$ cat config.mk
export PLATFORM = sky130hd
export DESIGN_NAME = fetch_unit
export DESIGN_NICKNAME = d
export VERILOG_FILES = /design/src/rtl/fetch_unit_pkg.sv /design/src/rtl/fetch_unit.sv
export SDC_FILE = /design/constraint.sdc
export NUM_CORES = 1
export LEC_CHECK = 0
export CORE_AREA = 8 8 147 115
export DETAILED_ROUTE_END_ITERATION = 7
export DIE_AREA = 0 0 155 123
export PLACE_DENSITY = 0.87
export SLEW_MARGIN = 10
export SYNTH_ARGS = -nofsm -noshare
export SYNTH_HDL_FRONTEND = slang
export SYNTH_SLANG_ARGS = --single-unit
$ cat constraint.sdc
create_clock -name clk -period 1.94 [get_ports clk]
set_input_delay 0.388 -clock clk [delete_from_list [all_inputs] [get_ports clk]]
set_output_delay 0.388 -clock clk [all_outputs]
set_load 0.02 [all_outputs]
$ cat src/rtl/fetch_unit_pkg.sv
// fetch_unit_pkg: instruction encodings shared by the fetch and decode stages.
package fetch_unit_pkg;
  localparam logic [5:0] NOP_OP = 6'h13;
  localparam logic [63:0] NOP_BUNDLE = {NOP_OP, 26'b0, NOP_OP, 26'b0};
endpackage

$ cat src/rtl/fetch_unit.sv
// fetch_unit: fetches 64-bit bundles from a synchronous BRAM, holds on interlock, redirects on branch.
module fetch_unit
  import fetch_unit_pkg::*;
#(
  parameter int unsigned ADDR_W = 14,
  parameter logic [31:0] RESET_PC = 32'd0
) (
  input  logic              clk,
  input  logic              rstn,
  input  logic              interlock,
  input  logic              branch_flag,
  input  logic [31:0]       branch_pc,
  output logic [ADDR_W-1:0] imem_addr,
  output logic              imem_en,
  input  logic [63:0]       imem_dout,
  output logic [31:0]       pc,
  output logic [63:0]       inst
);
  logic [31:0] fpc_q, fpc_d, pc_q, pc_d;
  logic        v_q, v_d, held_q, held_d;
  logic [63:0] hold_q, hold_d;
  assign imem_addr = fpc_q[ADDR_W-1:0];
  assign imem_en   = ~held_q;
  assign pc        = v_q ? pc_q : 32'd0;
  assign inst      = ~v_q ? NOP_BUNDLE : (held_q ? hold_q : imem_dout);
  always_comb begin
    fpc_d  = fpc_q;
    pc_d   = pc_q;
    v_d    = v_q;
    held_d = held_q;
    hold_d = hold_q;
    if (branch_flag) begin
      fpc_d  = branch_pc;
      v_d    = 1'b0;
      held_d = 1'b0;
    end else if (interlock) begin
      // A bubble already shows a constant Nop, so only a valid bundle is captured.
      if (v_q && !held_q) begin
        hold_d = imem_dout;
        held_d = 1'b1;
      end
    end else begin
      pc_d   = fpc_q;
      v_d    = 1'b1;
      fpc_d  = fpc_q + 32'd1;
      held_d = 1'b0;
    end
  end
  always_ff @(posedge clk) begin
    if (!rstn) begin
      fpc_q  <= RESET_PC;
      pc_q   <= 32'd0;
      v_q    <= 1'b0;
      held_q <= 1'b0;
      hold_q <= NOP_BUNDLE;
    end else begin
      fpc_q  <= fpc_d;
      pc_q   <= pc_d;
      v_q    <= v_d;
      held_q <= held_d;
      hold_q <= hold_d;
    end
  end
endmodule
# After elaboration in Yosys (flattened, before gate mapping)

Cells that the tools add are included.

Bits in registers: 130
Bits of input ports: 100
Word-level logic and storage cells: 22

Add/subtract/negate cells: 1
Equality and inequality tests: 1
Multiplexer cells: 5
Bitwise gates (word level): 4
Reduce and logical (&&, ||, !) cells: 6

Operator list:

| operator              | number |
|---|---|
| $mux 64               | 2 |
| $mux 32               | 3 |
| $add 32x1->32 const B | 1 |
| $not 1->1             | 4 |
| $reduce_and 3->1      | 1 |
| $reduce_or 3->1       | 1 |
| $ne 2x1->1 const B    | 1 |
| $reduce_and 2->1      | 1 |
| $reduce_or 2->1       | 1 |
| $logic_and 1x1->1     | 1 |
| $logic_not 1->1       | 1 |

# Longest topological paths before layout

Gate-level depths: netlist of the first run.

Depth in word-level cells: 3
Depth in mapped cells: 7
Mapped depth without buffers: 6

# Least setup slack after synthesis of the first run

OpenSTA, ideal clock, no wires.

Path kind: register to output
From: register held_q
To: output port inst[14]
Arrival: 1.377 ns
Required time: 1.552 ns
Slack: 0.175 ns
Cell stages (with the launch flop): 5
Cell sequence: dfxtp_1 clkbuf_1 buf_2 mux2i_1 nor2_1

Longest elaborated chain between the ends: 2

RTL lines:

| element                | RTL line         | RTL |
|---|---|---|
| start, declared        | fetch_unit.sv:20 | `logic v_q, v_d, held_q, held_d;` |
| start signal, assigned | fetch_unit.sv:60 | `held_q <= held_d;` |
| $mux 64 (2 in a row)   | fetch_unit.sv:25 | `assign inst = ~v_q ? NOP_BUNDLE : (held_q ? hold_q : imem_dout);` |
| end, declared          | fetch_unit.sv:17 | `output logic [63:0] inst` |

Every way passes these cells.

# Worst setup path after layout of the first run

From: register held_q
To: output port inst[61]

Same word-level chain as after synthesis.

==> results of run 1 <==
## synth_stat cells (3+ instances only)
cell      number  area [sq um]
nor2_1        65           244
o211a_1        4          40.0
nor3_1         5          25.0
nand4b_1       3          26.3
xor2_1        17           149
xnor2_1        8          70.1
a21oi_1       15          75.1
o21ai_0       29           145
a21boi_0      90           676
nand2_1      234           878
nand3_1       21           105
buf_4         15           113
nor4_1         3          18.8
nand4_1       10          62.6
and2_1        39           244
clkbuf_1      47           176
mux2i_1       66           661
and3_1         4          25.0
dfxtp_1      130          2600
buf_2          9          45.0
## power by group
part	switching [mW]	internal [mW]	total, mW
registers	0.0753	2.76	2.83
clock network	1.23	2.22	3.45
logic	0.445	0.472	0.917
total	1.75	5.45	7.20
## layer usage
layer | share of wire [%] | GRT usage, % | vias to the layer above
li1 | - | - | 3259
met1 | 42 | 25.4 | 3078
met2 | 48 | 34.2 | 227
met3 | 8.2 | 6.43 | 29
met4 | 1.9 | 8.00 | 0
met5 | 0 | 0 | -
## registers in the layout, indices dropped and copies added, names as in the netlist
register	cells
pc_q	32
hold_q	64
v_q	1
fpc_q	32
held_q	1
## cell type report
| class | count | area share, % |
|---|---|---|
| clock buffer | 20 | 4.66 |
| clock inverter | 12 | 1.84 |
| inverter | 3 | 0.115 |
| multi-input combinational | 639 | 38.2 |
| sequential | 130 | 26.6 |
| tap | 205 | 2.62 |
| timing repair buffer | 277 | 26.0 |
## critical path, cell delays in order, from the launching register on
cell     delay (ps)
dfxtp_4         380
buf_16          150
buf_16          130
buf_4           130
mux2i_1         130
nor2_1          180
buf_4           180
## kinds of logic after synthesis
family          after synthesis  synth area share (%)
flops                       130                  39.1
fa+ha+maj                     1                 0.188
compound gates              145                  14.9
mux                          66                  9.92
buf+inv                      77                  5.47
simple gates                402                  27.2
xor+xnor                     25                  3.29
## repair_timing
item / in CTS / in global routing
pin swaps: 1 / 15
setup buffers: 7 / 10
endpoints found under the setup margin: 102 / 95
resized for setup: 290 / 88
cloned: 4 / 1
## worst paths after layout
| check | startpoint | endpoint | slack (ps) |
|---|---|---|---|
| setup / recovery | held_q$_SDFFE_PP0P_ | inst[61] | -130 |
| hold / removal | rstn | fpc_q[17]$_SDFFE_PN0P_ | 400 |
| hold reg to reg | pc_q[10]$_SDFFE_PN0P_ | pc_q[10]$_SDFFE_PN0P_ | 460 |
| setup reg to reg | fpc_q[6]$_SDFFE_PN0P_ | fpc_q[25]$_SDFFE_PN0P_ | 60 |
==> results by group, run 1 <==
Die
  – Die X: ~160 microns
  – Num rows: 39
  – Die Y: 123 microns
  – I/O pin total: 211
  – Initial Utilization: a little under half
  – Die area: 19100 sq um
  – Placeable Area: 14700 sq um

GRT
  – Remaining Overflow, GRT: 0
  – GR Util All Layers: 20.8%
  – Global-route wire length before repair: 32.1 mm
  – Vias in the first global route: 6279
  – Largest net degree at the start of global routing: 65
  – Initial antenna violation count: 0

Layout
  – Fin area: 9800 sq um
  – Fillers: 1250
  – Reg area: 2610 sq um
  – Commonest non-fill, non-tap cell in the layout: nand2_1
  – Nets: 1169
  – Antenna Cells: 0
  – Non-Filler Instances: 1286
  – Area of the multi-input gates: 3740 sq um
  – Share of layout cells above drive strength 1: 18.4%
  – Commonest non-fill, non-tap cells in the layout: nand2_1, dfxtp_1, clkdlybuf4s50_1
  – Final core occ: 66.7%
  – Area Growth Syn to Fin: 47.2%

Yosys
  – Synthesized Nets: 947
  – Netlist cell types: 44
  – Mean Syn Cell Area: 7.87 sq um
  – Seq cells post-synth: 130
  – Sequential area share after synthesis: 39.1%
  – Post-synth EDFFs: 0
  – Most used DFF post-synth: dfxtp_1
  – Post-Synthesis Cells: 846
  – Yosys warning count: 0
  – Cell Area, Synth: 6660 sq um
  – FFs w/ async S/R, synth: 0%

CTS
  – Clock insertion delay at the later pin of the skew report: slightly above 400 ps
  – Htree depth: 4
  – Clk root buf: clkbuf_16
  – Clock sinks: 130
  – Reg clk slew, reported paths: 60 ps
  – Hold-fix buffers, CTS: 0
  – CTS Buf Count: 17
  – Max clock buf depth: 2
  – TritonCTS clock tree: yes

Placement
  – Placed Instance Area: 9120 sq um
  – RePlAce Congestion: around 0.87
  – Setup WS pre-CTS: -154 ps
  – Port Buffers: 210
  – Post-DP HPWL: 14.2 mm
  – Dpl cells: between 1000 and 1500

Critical path
  – CP Data Arrival Time: 1680 ps
  – R2R cell count: 6
  – Critical path launch point type: register
  – Crit Path Class: register to output pin
  – Worst Path Required: 1550 ps
  – CP Max Fanout: 6
  – Crit. End Element: output pin

Routing
  – Vias post-DR: between 6000 and 7000
  – WL/cell: 16.2 microns
  – Initial DRT Pass Iterations: 5
  – Vias/cell: around 5.1
  – Detail Route Antenna Nets: 0
  – Starting DRT DRC Count: between 400 and 500
  – Drt total wl: 20.9 mm
  – Number of remaining DRC errors: 0

Timing
  – FMAX: 484 MHz
  – Actual slew at the worst max-slew pin: 443 ps
  – Final Hold Fails: 0
  – Post-route clock period utilization: 107%
  – Final Skew: 12.4 ps
  – RSZ-0062 raised after global routing: yes
  – Clock period minus worst slack: 2070 ps
  – Sum of negative setup slack: -217 ps
  – Final Hold Slack: about 400 ps
  – # setup viols final: 4
  – Max Slew Vio Count: 0
  – PnR worst setup slack: -128 ps
  – Slew headroom: a little over two thirds

Pwr
  – PwrDens: 735 nW/um^2
  – Power, Total: around 7 mW
  – P_leak: approximately 4 nW
  – VDD IR-drop max: 0.707 mV

Run
  – Max-cap viol count: 0

Outcome
  – Status: complete, but fails checks
  – Failing checks: negative setup slack

Worst hold path
  – HP Class: input pin to register
  – Hold path cells: 2
Power figures use the tool's default switching activity.
==> inputs of run 2 (changes only) <==
--- a/config.mk
+++ b/config.mk
@@ -8,7 +8,9 @@
 export CORE_AREA = 8 8 147 115
 export DETAILED_ROUTE_END_ITERATION = 7
 export DIE_AREA = 0 0 155 123
+export MAX_ROUTING_LAYER = met4
 export PLACE_DENSITY = 0.87
+export SETUP_SLACK_MARGIN = 0.1
 export SLEW_MARGIN = 10
 export SYNTH_ARGS = -nofsm -noshare
 export SYNTH_HDL_FRONTEND = slang
==> run 2 against run 1 <==
Compared with the run above:
- the flow still finishes with violations (negative setup slack)
- register-to-register slack improved by 170 ps
- via count decreased by 0.18%
- highest routed layer unchanged
- largest power group unchanged
- clock skew about the same
- first-iteration DRC count decreased by 2.7%
- worst setup slack improved by 68 ps
- global-route usage increased by 0.91 points
- worst hold slack got worse by 2.9 ps
- largest cell class unchanged
- utilization increased by 1.2 points
- sequential share of layout area decreased by 0.43 points
- maximum frequency increased by 3.4%
- count of clock-buffer cells in the layout unchanged
- clock power about the same
==> results by group, run 2 (synthesis results as in run 1) <==
Timing
  – FMAX: 500 MHz
  – Sum of negative setup slack: -592 ps
  – Slew headroom: 68.1%
  – RSZ-0062 raised after global routing: yes
  – Clock period minus worst slack: 2000 ps
  – Post-route clock period utilization: 103%
  – Max Slew Vio Count: 0
  – Final Skew: 11.9 ps
  – # setup viols final: 34
  – Actual slew at the worst max-slew pin: 476 ps
  – Final Hold Slack: 396 ps
  – PnR worst setup slack: -60.1 ps
  – Final Hold Fails: 0

GRT
  – Remaining Overflow, GRT: 0
  – Global-route wire length before repair: 32.4 mm
  – Initial antenna violation count: 0
  – Vias in the first global route: between 6000 and 7000
  – Largest net degree at the start of global routing: 65
  – GR Util All Layers: 21.7%

Critical path
  – Crit-path leading delay family: buffers and inverters
  – CP Data Arrival Time: ~1600 ps
  – Worst Path Required: 1550 ps
  – CP Max Fanout: 8
  – Crit Path Class: register to output pin
  – Critical path launch point type: register
  – Max stage delay cell, worst path: dfxtp_4
  – Critical path, cell by cell: buf_12, buf_4, buf_12, mux2i_2, nor2_1, buf_4
  – Crit. End Element: output pin
  – Worst Path Buf+Inv: 4
  – Critical Path Max Stage Delay: 380 ps
  – Reg2reg setup slack: 230 ps

Placement
  – Setup WS pre-CTS: -154 ps
  – Placed Instance Area: 9120 sq um
  – RePlAce Congestion: 0.883
  – Port Buffers: 210
  – Post-DP HPWL: 14.2 mm
  – Dpl cells: 1234

Layout
  – Max reg flops: 64
  – Area Growth Syn to Fin: 49.7%
  – Antenna Cells: 0
  – Share of layout cells above drive strength 1: 20.3%
  – Fin area: roughly 10000 sq um
  – Nets: 1168
  – Largest regs: hold_q (64), fpc_q (32), pc_q (32)
  – Commonest non-fill, non-tap cells in the layout: nand2_1, dfxtp_1, clkdlybuf4s50_1
  – Largest reg by FF count: hold_q
  – Non-Filler Instances: 1285
  – Commonest non-fill, non-tap cell in the layout: nand2_1
  – Final core occ: 67.9%

Die
  – Die Y: 123 microns
  – Die area: 19100 sq um
  – I/O pin total: 211
  – Initial Utilization: between 40% and 50%
  – Num rows: 39
  – Placeable Area: between 10000 and 15000 sq um
  – Die X: 155 microns

Run
  – Max-cap viol count: 0

Pwr
  – Net Switching: 1.74 mW
  – Sw frac: 24.2%
  – Power, Total: 7.20 mW
  – Clock share of power: 47.8%
  – Reg power frac: 39.3%
  – VDD IR-drop max: 0.698 mV
  – P_leak: 3.82 nW
  – Cell-internal power: 5.46 mW
  – PwrDens: 723 nW/um^2
  – Combinational power share: 12.8%

Routing
  – WL/cell: 16.2 microns
  – Initial DRT Pass Iterations: 5
  – Vias/cell: 5.12
  – Number of remaining DRC errors: 0
  – Drt total wl: a little over 20 mm
  – Detail Route Antenna Nets: 0
  – Starting DRT DRC Count: 437
  – Vias post-DR: 6581

CTS
  – Clk root buf: clkbuf_16
  – Clock insertion delay at the later pin of the skew report: 410 ps
  – TritonCTS clock tree: yes
  – Htree depth: 4
  – Clock sinks: 130
  – Hold-fix buffers, CTS: 0
  – Reg clk slew, reported paths: 60 ps
  – CTS Buf Count: 17
  – Max clock buf depth: 2

Outcome
  – Status: complete, but fails checks
  – Failing checks: negative setup slack

Worst hold path
  – HP Class: input pin to register
[run 2: changes by cell type in the layout (fill, tap and decap cells not counted), moves of 3 or more]
cell,before,now
clkdlybuf4s50_1,102,98
buf_4,69,89
buf_12,10,13
clkbuf_2,12,3
buf_6,9,6
dlymetal6s2s_1,4,1
dlygate4sd2_1,23,13
clkdlybuf4s15_2,1,24
buf_2,36,18
[run 2: layer usage]
layer | vias up | global-route usage (%) | part of all wire (%)
met4 | 0 | 7.45 | 1.8
met3 | 27 | 6.18 | 6.7
met1 | 3085 | 26.3 | 44
met5 | - | - | 0
met2 | 213 | 34.4 | 47
li1 | 3256 | - | -
[run 2: worst paths after layout]
check        cells past startpoint                endpoint                   from
max                              6                inst[25]    held_q$_SDFFE_PP0P_
min                              2  fpc_q[17]$_SDFFE_PN0P_                   rstn
max reg2reg                      5  fpc_q[30]$_SDFFE_PN0P_  fpc_q[8]$_SDFFE_PN0P_
min reg2reg                      2   pc_q[10]$_SDFFE_PN0P_  pc_q[10]$_SDFFE_PN0P_
[run 2: power by group through the flow]
stage	logic (mW)	clock network [mW]	registers (mW)
finish	0.924	3.45	2.83
global route	0.994	3.64	2.85
CTS	0.905	3.50	2.83
detailed placement	0.923	0	2.89
global placement	0.910	0	2.88
floorplan	0.446	0	2.88
[run 2: worst reg2reg max path, delay by kind of cell (launching register included)]
kind / cells / cell delay, ps
simple gates: 4 / 930
flops: 1 / 400
compound gates: 1 / 270
[run 2: area by class of cell]
| cell class | instances | area (sq um) |
|---|---|---|
| clock buffers | 20 | 457 |
| multi-input cells | 639 | 3740 |
| fillers | 1215 | 4720 |
| well taps | 205 | 256 |
| flip-flops and latches | 130 | 2610 |
| repair buffers | 276 | 2720 |
| clock inverters | 12 | 180 |
| inverters | 3 | 11.3 |
[run 2: what timing repair did]
action                                  CTS  global route
gates cloned                              6             0
pin swaps                                 5            22
resized for setup                       395            52
endpoints found under the setup margin  111           109
buffers inserted                         11             3
==> inputs of run 3 (changes only) <==
--- a/config.mk
+++ b/config.mk
@@ -5,9 +5,9 @@
 export SDC_FILE = /design/constraint.sdc
 export NUM_CORES = 1
 export LEC_CHECK = 0
-export CORE_AREA = 8 8 147 115
+export CORE_AREA = 4 4 143 111
 export DETAILED_ROUTE_END_ITERATION = 7
-export DIE_AREA = 0 0 155 123
+export DIE_AREA = 0 0 147 115
 export MAX_ROUTING_LAYER = met4
 export PLACE_DENSITY = 0.87
 export SETUP_SLACK_MARGIN = 0.1
==> run 3 against run 2 <==
Compared with the run above:
- the run still ends with negative setup slack left
- first-iteration DRC count decreased by 20%
- utilization rose by 3.3 points
- clock power decreased by 8.7%
- critical path type unchanged
==> results by group, run 3 (synthesis results as in run 1) <==
CTS
  – Clk root buf: clkbuf_16
  – TritonCTS clock tree: yes
  – Max clock buf depth: 2
  – Clock insertion delay at the later pin of the skew report: 410 ps
  – Htree depth: 4
  – Clock sinks: 130
  – Reg clk slew, reported paths: 60 ps
  – Hold-fix buffers, CTS: 0
  – CTS Buf Count: 17

Pwr
  – VDD IR-drop max: 0.591 mV
  – Combinational power share: a little over an eighth
  – Sw frac: roughly a quarter
  – Net Switching: 1.78 mW
  – Power, Total: 6.92 mW
  – Reg power frac: 41.0%
  – Clock share of power: 45.4%
  – Cell-internal power: a little over 5 mW
  – P_leak: 3.89 nW
  – PwrDens: 680 nW/um^2

Routing
  – Starting DRT DRC Count: 348
  – Vias/cell: slightly above 5
  – Number of remaining DRC errors: 0
  – WL/cell: around 16 microns
  – Detail Route Antenna Nets: 0
  – Drt total wl: 20.6 mm
  – Initial DRT Pass Iterations: 5
  – Vias post-DR: 6653

Die
  – Die X: approximately 150 microns
  – Die Y: about 120 microns
  – Die area: 16900 sq um
  – Placeable Area: approximately 14000 sq um
  – Initial Utilization: ~47%
  – I/O pin total: between 200 and 250
  – Num rows: 38

Critical path
  – Worst Path Required: 1550 ps
  – Max stage delay cell, worst path: dfxtp_4
  – Crit Path Class: register to output pin
  – Cell seen most often among critical-path stages: buf_12
  – Crit. End Element: output pin
  – Critical path launch point type: register
  – CP Max Fanout: 5
  – Critical path, cell by cell: buf_12, buf_6, buf_12, mux2i_1, nor2_1, buf_2
  – CP Data Arrival Time: 1620 ps
  – Critical Path Max Stage Delay: roughly 380 ps

Timing
  – Final Hold Fails: 0
  – Final Skew: slightly above 7 ps
  – Final Hold Slack: around 320 ps
  – FMAX: 498 MHz
  – Post-route clock period utilization: 104%
  – PnR worst setup slack: -69.7 ps
  – Actual slew at the worst max-slew pin: 455 ps
  – Clock period minus worst slack: 2010 ps
  – # setup viols final: 26
  – RSZ-0062 raised after global routing: yes
  – Slew headroom: 69.5%
  – Max Slew Vio Count: 0

GRT
  – Global-route wire length before repair: approximately 32 mm
  – Initial antenna violation count: 0
  – Vias in the first global route: 6404
  – Largest net degree at the start of global routing: 47
  – GR Util All Layers: between 20% and 30%
  – Remaining Overflow, GRT: 0

Placement
  – Dpl cells: ~1200
  – RePlAce Congestion: 0.917
  – Port Buffers: 210
  – Post-DP HPWL: 14.0 mm

Layout
  – Fillers: 1128
  – Antenna Cells: 0
  – Commonest non-fill, non-tap cells in the layout: nand2_1, dfxtp_1, buf_4
  – Share of layout cells above drive strength 1: a little over a fifth
  – Largest regs: hold_q (64), fpc_q (32), pc_q (32)
  – Area of the multi-input gates: 3740 sq um
  – Max reg flops: 64
  – Non-Filler Instances: 1299
  – Commonest non-fill, non-tap cell in the layout: nand2_1
  – Largest reg by FF count: hold_q
  – Nets: roughly 1200
  – Reg area: 2610 sq um
  – Area Growth Syn to Fin: 52.9%

Outcome
  – Failing checks: negative setup slack
  – Status: complete, but fails checks

Worst hold path
  – HP Class: input pin to register

Run
  – Max-cap viol count: 0
[run 3: cell count changes in the layout (fill, tap and decap cells not counted), sizes merged]
cell,change
clkinv,+4
clkinvlp,-3
bufinv,-3
dlymetal6s2s,-1
clkdlybuf4s15,+4
bufbuf,-1
inv,+2
clkbuf,-2
dlygate4sd2,+2
buf,+17
[run 3: repair_timing]
action                                  4_1_cts  5_1_grt
cloned                                        5        1
resized for setup                           424       40
endpoints found under the setup margin      113      107
pin swaps                                     4       22
buffers inserted                             14        8
[run 3: through the flow]
step	util [%]	worst slack (ps)	area [sq um]	TNS [ps]
after CTS	69.8	-77.0	9990	-1270
after global placement	64.5	-160	9240	-5980
after floorplan	-	175	6660	0
final	71.1	-69.7	10200	-479
after global routing	71.1	-150	10200	-3780
after detailed placement	64.5	-177	9240	-10400
[run 3: metal layers]
layer / track usage (%) / vias to the layer above / wire length, microns
li1: - / 3296 / -
met1: 29.7 / 3119 / 9070
met2: 38.6 / 200 / 9790
met3: 5.52 / 38 / 1300
met4: 8.26 / 0 / 478
met5: - / - / 0
[run 3: cell type report]
type / instances / area share (%)
clock inverter: 12 / 1.22
tap: 200 / 2.46
multi-input combinational: 639 / 36.7
sequential: 130 / 25.6
clock buffer: 20 / 4.60
inverter: 3 / 0.111
timing repair buffer: 295 / 29.3
[run 3: critical path, delay by kind of cell, from the launching register on]
kind                   cells  cell delay, ps
DFF                        1             380
and+or+nand+nor            1              80
buffers and inverters      4             510
muxes                      1             230
[run 3: power by group through the flow]
stage / Combinational (mW) / Clock, mW / Sequential, mW
floorplan: 0.446 / 0 / 2.88
global placement: 0.911 / 0 / 2.88
detailed placement: 0.927 / 0 / 2.89
CTS: 0.916 / 3.20 / 2.83
global route: 1.01 / 3.32 / 2.85
finish: 0.940 / 3.15 / 2.84
[run 3: path summary, 6_finish.rpt]
check	startpoint	end	slack [ps]	depth (start not counted)
min	rstn	fpc_q[30]$_SDFFE_PN0P_	320	2
max reg2reg	fpc_q[9]$_SDFFE_PN0P_	fpc_q[23]$_SDFFE_PN0P_	180	7
max	held_q$_SDFFE_PP0P_	inst[11]	-70	6
min reg2reg	pc_q[19]$_SDFFE_PN0P_	pc_q[19]$_SDFFE_PN0P_	460	2
